File: src/rtl/bcd_pkg.sv
// Shared definitions for the BCD-to-binary converter slice.
// Optional build macro: BCD2BIN_CHECK_EN (per-digit range check, see bcd2binary_seq).
package bcd_pkg;

    // Number of packed BCD digits and result width (9999 fits in 14 bits).
    localparam int unsigned NDIGITS     = 4;
    localparam int unsigned BIN_W       = 14;
    localparam int unsigned BCD_W       = 4 * NDIGITS;

    // Largest decimal value representable by NDIGITS valid BCD digits.
    localparam int unsigned MAX_BCD_DEC = 9999;

    // Largest legal value of a single BCD digit.
    localparam logic [3:0]  DIGIT_MAX   = 4'd9;

    // Converter control states.
    typedef enum logic {
        IDLE = 1'b0,
        CONV = 1'b1
    } state_e;

    // True when a nibble is not a legal BCD digit.
    function automatic logic digit_invalid(input logic [3:0] digit);
        return digit > DIGIT_MAX;
    endfunction

endpackage

File: src/rtl/bcd_digit_mac.sv
// One step of the decimal accumulator: acc_out = acc_in * 10 + digit, BIN_W wide.
// Optional build macro: BCD2BIN_CHECK_EN adds the digit_bad output (digit > 9).
module bcd_digit_mac #(
    parameter int unsigned BIN_W = 14
) (
    input  logic [BIN_W-1:0] acc_in,
    input  logic [3:0]       digit,
`ifdef BCD2BIN_CHECK_EN
    output logic             digit_bad,
`endif
    output logic [BIN_W-1:0] acc_out
);
    import bcd_pkg::*;

    // Four guard bits hold the full *10 + digit before truncation.
    localparam int unsigned WIDE_W = BIN_W + 4;

    logic [WIDE_W-1:0] acc_wide;
    logic [WIDE_W-1:0] digit_wide;

    // Multiply by 10 as (x<<3)+(x<<1), add the digit, keep the low BIN_W bits.
    always_comb begin
        acc_wide   = {4'b0000, acc_in};
        digit_wide = {{(WIDE_W-4){1'b0}}, digit};
        acc_out    = BIN_W'((acc_wide << 3) + (acc_wide << 1) + digit_wide);
    end

`ifdef BCD2BIN_CHECK_EN
    // Flag nibbles outside 0..9.
    always_comb begin
        digit_bad = digit_invalid(digit);
    end
`endif

endmodule

File: src/rtl/bcd2binary_seq.sv
// Sequential packed-BCD to binary converter: one digit per clock, MSD first.
// start is accepted only in IDLE; done pulses for one cycle with out_binary/err valid.
// Optional build macro: BCD2BIN_CHECK_EN enables the digit > 9 error flag
// (err=1 forces out_binary to 0); without it err is constant 0.
module bcd2binary_seq #(
    parameter int unsigned NDIGITS = 4,
    parameter int unsigned BIN_W   = 14
) (
    input  logic                   clk,
    input  logic                   reset,
    input  logic                   start,
    input  logic [4*NDIGITS-1:0]   packed_bcd,
    output logic                   busy,
    output logic                   done,
    output logic [BIN_W-1:0]       out_binary,
    output logic                   err
);
    import bcd_pkg::*;

    localparam int unsigned SR_W  = 4 * NDIGITS;
    localparam int unsigned CNT_W = (NDIGITS > 1) ? $clog2(NDIGITS) : 1;

    state_e             state_q, state_d;
    logic [SR_W-1:0]    sr_q, sr_d;
    logic [BIN_W-1:0]   acc_q, acc_d;
    logic [CNT_W-1:0]   cnt_q, cnt_d;
    logic               busy_q, busy_d;
    logic               done_q, done_d;
    logic [BIN_W-1:0]   out_q, out_d;
    logic               err_q, err_d;

    logic [3:0]         digit;
    logic [BIN_W-1:0]   mac_out;
    logic               last_digit;

`ifdef BCD2BIN_CHECK_EN
    logic               flag_q, flag_d;
    logic               digit_bad;
`endif

    assign digit      = sr_q[SR_W-1 -: 4];
    assign last_digit = (cnt_q == CNT_W'(NDIGITS - 1));

    bcd_digit_mac #(
        .BIN_W (BIN_W)
    ) u_mac (
        .acc_in    (acc_q),
        .digit     (digit),
`ifdef BCD2BIN_CHECK_EN
        .digit_bad (digit_bad),
`endif
        .acc_out   (mac_out)
    );

    // Next-state logic: capture in IDLE, accumulate one digit per cycle in CONV.
    always_comb begin
        state_d = state_q;
        sr_d    = sr_q;
        acc_d   = acc_q;
        cnt_d   = cnt_q;
        busy_d  = busy_q;
        done_d  = 1'b0;
        out_d   = out_q;
        err_d   = err_q;
`ifdef BCD2BIN_CHECK_EN
        flag_d  = flag_q;
`endif
        unique case (state_q)
            IDLE: begin
                if (start) begin
                    sr_d    = packed_bcd;
                    acc_d   = '0;
                    cnt_d   = '0;
                    busy_d  = 1'b1;
                    state_d = CONV;
`ifdef BCD2BIN_CHECK_EN
                    flag_d  = 1'b0;
`endif
                end
            end
            CONV: begin
                acc_d = mac_out;
                sr_d  = sr_q << 4;
                cnt_d = cnt_q + CNT_W'(1);
`ifdef BCD2BIN_CHECK_EN
                flag_d = flag_q | digit_bad;
`endif
                if (last_digit) begin
                    state_d = IDLE;
                    busy_d  = 1'b0;
                    done_d  = 1'b1;
`ifdef BCD2BIN_CHECK_EN
                    // The final digit's check has not reached flag_q yet, so fold it in here.
                    err_d   = flag_q | digit_bad;
                    out_d   = (flag_q | digit_bad) ? '0 : mac_out;
`else
                    err_d   = 1'b0;
                    out_d   = mac_out;
`endif
                end
            end
            default: begin
                state_d = IDLE;
                busy_d  = 1'b0;
            end
        endcase
    end

    // State and registered outputs; synchronous reset discards any conversion.
    always_ff @(posedge clk) begin
        if (reset) begin
            state_q <= IDLE;
            sr_q    <= '0;
            acc_q   <= '0;
            cnt_q   <= '0;
            busy_q  <= 1'b0;
            done_q  <= 1'b0;
            out_q   <= '0;
            err_q   <= 1'b0;
`ifdef BCD2BIN_CHECK_EN
            flag_q  <= 1'b0;
`endif
        end else begin
            state_q <= state_d;
            sr_q    <= sr_d;
            acc_q   <= acc_d;
            cnt_q   <= cnt_d;
            busy_q  <= busy_d;
            done_q  <= done_d;
            out_q   <= out_d;
            err_q   <= err_d;
`ifdef BCD2BIN_CHECK_EN
            flag_q  <= flag_d;
`endif
        end
    end

    assign busy       = busy_q;
    assign done       = done_q;
    assign out_binary = out_q;
    assign err        = err_q;

endmodule

File: config.mk
export PLATFORM = sky130hd
export DESIGN_NAME = bcd2binary_seq
export DESIGN_NICKNAME = d
export VERILOG_FILES = /design/src/rtl/bcd_pkg.sv /design/src/rtl/bcd_digit_mac.sv /design/src/rtl/bcd2binary_seq.sv
export SDC_FILE = /design/constraint.sdc
export NUM_CORES = 1
export LEC_CHECK = 0
export BUFFER_PORTS_ARGS = -buffer_cell sky130_fd_sc_hd__buf_4
export CAP_MARGIN = 20
export CELL_PAD_IN_SITES_DETAIL_PLACEMENT = 1
export CELL_PAD_IN_SITES_GLOBAL_PLACEMENT = 2
export CORE_ASPECT_RATIO = 1.4
export CORE_MARGIN = 5
export CORE_UTILIZATION = 35
export CTS_CLUSTER_SIZE = 8
export DETAILED_ROUTE_END_ITERATION = 7
export PLACE_DENSITY = 0.82
export SLEW_MARGIN = 20
export SYNTH_ARGS = -nofsm -noshare
export SYNTH_HDL_FRONTEND = slang
export SYNTH_SLANG_ARGS = --single-unit
File: constraint.sdc
create_clock -name clk -period 3.24 [get_ports clk]
set_clock_uncertainty 0.1 [all_clocks]
set_input_delay 0.486 -clock clk [delete_from_list [all_inputs] [get_ports clk]]
set_output_delay 0.486 -clock clk [all_outputs]
set_load 0.02 [all_outputs]
==> results of run 1 <==
synthesized netlist by cell type (2+ instances only):
library cell and instances:
dfxtp_1 48, inv_1 12, a22o_1 10, buf_2 2, nand3_1 5, nor2_1 42, o21ai_0 5, clkbuf_1 9
mux2i_1 18, fa_1 2, xor2_1 3, buf_1 4, nor3_1 7, nor3b_1 9, xnor2_1 6, a21o_1 4
ha_1 23, o21a_1 2, o2111ai_1 2, or3_1 3, nor2b_1 4, a32o_1 2, a21oi_1 29, nand2_1 8
where the power goes:
group | total [W] | internal (W) | switching [W]
clock | 0.000375 | 0.000175 | 0.000200
sequential | 0.000618 | 0.000607 | 0.0000108
combinational | 0.000120 | 0.0000507 | 0.0000696
logic make-up (layout without fill, tap and decap cells):
group,Yosys count,count (layout),share of synthesized area (%)
xor+xnor,9,9,3.19
simple gates,82,82,16.0
fa+ha+maj,25,25,13.3
other cells,1,1,0.152
mux,18,18,7.30
buf+inv,28,55,4.51
flops,48,48,38.9
compound gates,62,62,16.7
flip-flops by register name (all words and copies together) (netlist names):
signal and count:
sr_q 16, cnt_q 2, out_binary 14, busy 1
done 1, state_q 1, acc_q 13
metrics by stage:
stage	hold WS, ns	area, sq um	instances	setup WS, ns
after floorplan	0.354	2470	273	0.874
after CTS	0.358	2880	395	0.661
after detailed placement	0.344	2790	387	0.675
after global routing	0.374	2880	395	0.436
final	0.354	2880	395	0.679
after global placement	0.326	2790	387	0.777
per-layer routing:
layer / global-route usage, % / up-vias / part of all wire, %
met4: 5.80 / 0 / 2.4
met3: 2.95 / 11 / 3.3
met1: 16.6 / 974 / 41
li1: - / 1008 / -
met5: 0 / - / 0
met2: 27.4 / 34 / 54
final timing paths:
| check | cells past startpoint | to | slack (ns) | start |
|---|---|---|---|---|
| setup / recovery | 8 | out_binary[10] | 0.68 | acc_q[0] |
| hold / removal | 2 | out_binary[12] | 0.35 | out_binary[12] |
| setup reg to reg | 8 | out_binary[10] | 0.68 | acc_q[0] |
| hold reg to reg | 2 | out_binary[12] | 0.35 | out_binary[12] |
critical path, stage by stage, from the launching register on:
cell and delay [ns]:
dfxtp_1 0.34, inv_1 0.07, fa_1 0.51, fa_1 0.51, nor2b_4 0.14, o2111ai_1 0.16, a21oi_1 0.23, o21ai_0 0.14
a32o_1 0.27
final cells by class:
class | instances | area (sq um)
Clock buffer | 8 | 90.1
Fill cell | 848 | 4060
Inverter | 12 | 45.0
Multi-Input combinational cell | 197 | 1400
Sequential cell | 48 | 962
Tap cell | 95 | 119
Timing Repair Buffer | 35 | 263
placed cells by master (no fill, tap or decap), drive strengths merged, types with 6 or more instances in the layout:
| master | synthesis | layout |
|---|---|---|
| a21oi | 30 | 30 |
| a22o | 10 | 10 |
| buf | 7 | 35 |
| clkbuf | 9 | 8 |
| dfxtp | 48 | 48 |
| ha | 23 | 23 |
| inv | 12 | 12 |
| mux2i | 18 | 18 |
| nand2 | 8 | 8 |
| nor2 | 42 | 42 |
| nor3 | 7 | 7 |
| nor3b | 9 | 9 |
| xnor2 | 6 | 6 |
==> results.py, run 1 <==
metrics = {
    "run_status": {
        "outcome": "complete, no violations",
    },
    "synthesis": {
        "syn_avg_cell_area_sq_um": 9.04,
        "netlist.area_leader.share_pct": 38.9,
        "yosysWarnings": 0,
        "syn_area_sq_um": 2470,
        "ys_top_cells_by_area": "dfxtp_1 39%, ha_1 12%, mux2i_1 7.3%",
        "yosysSeqAreaShare_pct": 38.9,
        "synthesis.nets": 317,
        "ys_async_sr_fraction_pct": 0,
        "yosys.area.top_type": "dfxtp_1",
        "ys_seq_elements": 48,
        "netlist_instances": 273,
        "ys_types": 38,
        "synthFlopType": "dfxtp_1",
        "synth-edff-count": 0,
    },
    "finish": {
        "finalNetCount": 343,
        "drive_above_1_share_pct": 15.7,
        "n_antenna_cell": 0,
        "final_util_pct": 41.5,
        "synthToLayoutAreaGrowth_pct": 16.6,
    },
    "sta": {
        "hold_violations": 0,
        "slew_violations": 0,
        "post-route-period-util_pct": 79.1,
        "slew_headroom_pct": 40.7,
        "clock.fmax_mhz": 390,
        "fin_setup_tns_ns": 0,
        "rsz0062_at_grt": "false",
        "tightest_slew_ns": 0.889,
        "min_period_ns": 2.56,
        "final-setup-viol-count": 0,
    },
    "floorplanning": {
        "ios": 36,
        "rows": 36,
        "die_y_um": 109,
        "start_util_pct": 35.6,
        "die_x_um": 81.0,
        "core_area_sq_um": 6940,
        "die-area_sq_um": 8860,
    },
    "place": {
        "place.gp.congestion": 0.774,
        "port_buffers": 34,
        "dp_hpwl_mm": 4.39,
    },
    "run": {
        "maxCapViolations": 0,
    },
    "drt": {
        "drt-total-wl_mm": 6.00,
        "routed_via_density": 5.13,
        "drc": 0,
        "final_antenna_net_count": 0,
        "avgRoutedWirePerCell_um": 15.2,
        "vias": 2027,
        "dr.first_iter.drc_count": 63,
        "dr.pass1.iters": 4,
    },
    "clock_tree": {
        "cts-resized-gates": 0,
        "cts_tree": "yes",
        "cts_setup_buffers": 0,
        "holdBufCountCts": 0,
        "cts.sinks": 48,
        "cts.clk_slew.worst_paths_ns": 0.09,
        "clock_path_buffers": 2,
        "clockRootBuffer": "clkbuf_8",
        "cts-htree-levels": 2,
        "cts_buffers": 5,
        "clk_latency_ns": 0.30,
    },
    "power_and_ir_drop": {
        "p_per_area_nw_per_um2": 387,
        "ir_drop_mv": 0.193,
        "p_leak_nw": 1.34,
        "finalPower_w": 0.00111,
    },
    "hold_path": {
        "hold_path_class": "reg -> reg",
    },
    "global_route": {
        "grt_pass1_vias": 2153,
        "antenna_found_initial": 0,
        "grt_pass1_wl_mm": 10.2,
        "overflow": 0,
        "grtUsageTotal_pct": 14.9,
        "grt_max_degree": 55,
    },
    "worst_setup_path": {
        "crit_fanout": 3,
        "end_kind": "register",
        "crit_type": "reg -> reg",
        "required_ns": 3.34,
        "cp-start-kind": "register",
        "cp.arrival_ns": 2.66,
    },
}
Power figures use the tool's default switching activity.
==> inputs of run 2 (changes only) <==
Clock period 3.24 ns to 2.5 ns, I/O delays scaled along.
==> run 2 against run 1 <==
Design area is 4.9% higher. Hold slack worse by 0.092 ns. Fmax is 6.7% higher. Power is 31% higher. Critical endpoint is now acc_q[11]. Global-route usage down 0.25 points. Clock power rose by 29%. Final cell count rose by 2.0%.
==> results.py, run 2 (synthesis results as in run 1) <==
metrics = {
    "place": {
        "dp_hpwl_mm": 4.44,
        "place.gp.congestion": 0.816,
        "port_buffers": 34,
        "dpl_cell_area_sq_um": 2840,
    },
    "drt": {
        "final_antenna_net_count": 0,
        "routed_via_density": 5.16,
        "dr.first_iter.drc_count": 37,
        "dr.pass1.iters": 4,
        "drc": 0,
        "drt-total-wl_mm": 6.06,
        "vias": 2080,
        "avgRoutedWirePerCell_um": 15.0,
    },
    "finish": {
        "fin_area_sq_um": 3020,
        "n_antenna_cell": 0,
        "largest_reg_flops": 16,
        "final_cell_mix": "45 x dfxtp_1, 43 x buf_4, 41 x nor2_1, 25 x a21oi_1, 21 x ha_1",
        "drive_above_1_share_pct": 23.1,
        "regMostFlops": "sr_q",
        "finalNetCount": 351,
        "synthToLayoutAreaGrowth_pct": 22.4,
        "layout_commonest_cell": "dfxtp_1",
        "num-fill-cells": 831,
    },
    "sta": {
        "tightest_slew_ns": 0.543,
        "slew_violations": 0,
        "final-setup-viol-count": 0,
        "clock.fmax_mhz": 416,
        "slew_headroom_pct": 63.7,
        "rsz0062_at_grt": "false",
        "fin_setup_tns_ns": 0,
        "hold_violations": 0,
        "min_period_ns": 2.40,
        "post-route-period-util_pct": 96.1,
    },
    "clock_tree": {
        "clockRootBuffer": "clkbuf_8",
        "cts.clk_slew.worst_paths_ns": 0.09,
        "cts_tree": "yes",
        "clk_latency_ns": 0.30,
        "cts_buffers": 5,
        "cts.sinks": 48,
        "clock_path_buffers": 2,
        "cts-htree-levels": 2,
    },
    "worst_setup_path": {
        "cp-start-kind": "register",
        "r2r_slack_ns": 0.1,
        "cp.arrival_ns": 2.51,
        "crit_type": "reg -> reg",
        "required_ns": 2.60,
        "end_kind": "register",
        "crit_fanout": 2,
    },
    "power_and_ir_drop": {
        "ir_drop_mv": 0.298,
        "seqPwrFrac_pct": 55.1,
        "p_int_w": 0.00109,
        "finalPower_w": 0.00145,
        "p_per_area_nw_per_um2": 481,
        "switching_share_pct": 25.3,
        "clkPwrFrac_pct": 33.3,
        "combPwrFrac_pct": 11.6,
        "p_leak_nw": 1.38,
        "power.switching_w": 0.000367,
    },
    "global_route": {
        "grt_max_degree": 58,
        "grtUsageTotal_pct": 14.7,
        "overflow": 0,
        "grt_pass1_wl_mm": 10.1,
        "grt_pass1_vias": 2135,
        "antenna_found_initial": 0,
    },
    "run": {
        "maxCapViolations": 0,
    },
    "floorplanning": {
        "rows": 36,
        "die_x_um": 81.0,
        "ios": 36,
        "start_util_pct": 35.6,
        "core_area_sq_um": 6940,
        "die_y_um": 109,
        "die-area_sq_um": 8860,
    },
    "hold_path": {
        "hold_path_class": "in -> reg",
    },
    "run_status": {
        "outcome": "complete, no violations",
    },
}
## run 2: path summary, 6_finish.rpt
| path | start | to | depth (start not counted) |
|---|---|---|---|
| max | acc_q[0] | acc_q[11] | 10 |
| min reg2reg | out_binary[12] | out_binary[12] | 2 |
| min | packed_bcd[0] | sr_q[0] | 3 |
| max reg2reg | acc_q[0] | acc_q[11] | 10 |
## run 2: stage by stage
| step | std cells | hold WS (ns) | util [%] | worst slack [ns] |
|---|---|---|---|---|
| floorplan | 273 | 0.354 | - | 0.134 |
| global placement | 394 | 0.330 | 40.9 | 0.0440 |
| detailed placement | 394 | 0.334 | 40.9 | -0.0576 |
| CTS | 402 | 0.254 | 42.4 | -0.0153 |
| global route | 403 | 0.290 | 43.5 | 0.000428 |
| finish | 403 | 0.262 | 43.5 | 0.0985 |
## run 2: area by class of cell
class	instances	area (sq um)	area share, %
multi-input cells	197	1480	49.0
well taps	95	119	3.94
repair buffers	43	323	10.7
inverters	12	45.0	1.49
flip-flops and latches	48	965	31.9
clock buffers	8	90.1	2.98
## run 2: worst max-delay path: stages, from the launching register on
cell	delay, ns
dfxtp_2	0.34
inv_2	0.04
fa_2	0.60
inv_2	0.05
ha_4	0.21
a21oi_2	0.16
nor2_2	0.06
o2111ai_2	0.26
a21oi_2	0.11
xnor2_2	0.17
a32o_1	0.20
## run 2: power by group through the flow
stage,combinational [W],clock (W),sequential [W]
finish,0.000168,0.000484,0.000800
global route,0.000191,0.000534,0.000804
global placement,0.000163,0,0.000817
CTS,0.000167,0.000505,0.000800
detailed placement,0.000166,0,0.000818
floorplan,0.000109,0,0.000815
## run 2: per-layer routing
metal	vias to the layer above	track usage (%)	part of all wire (%)
met5	-	0	0
met4	0	6.40	3.5
met3	18	3.03	4.3
met2	42	27.0	52
met1	998	16.0	40
li1	1022	-	-
## run 2: repair_timing
item	CTS	global route
cloned	0	0
setup endpoints to repair	7	11
pin swaps	0	10
buffers inserted	0	1
gates resized for setup	3	17
hold buffers	0	0
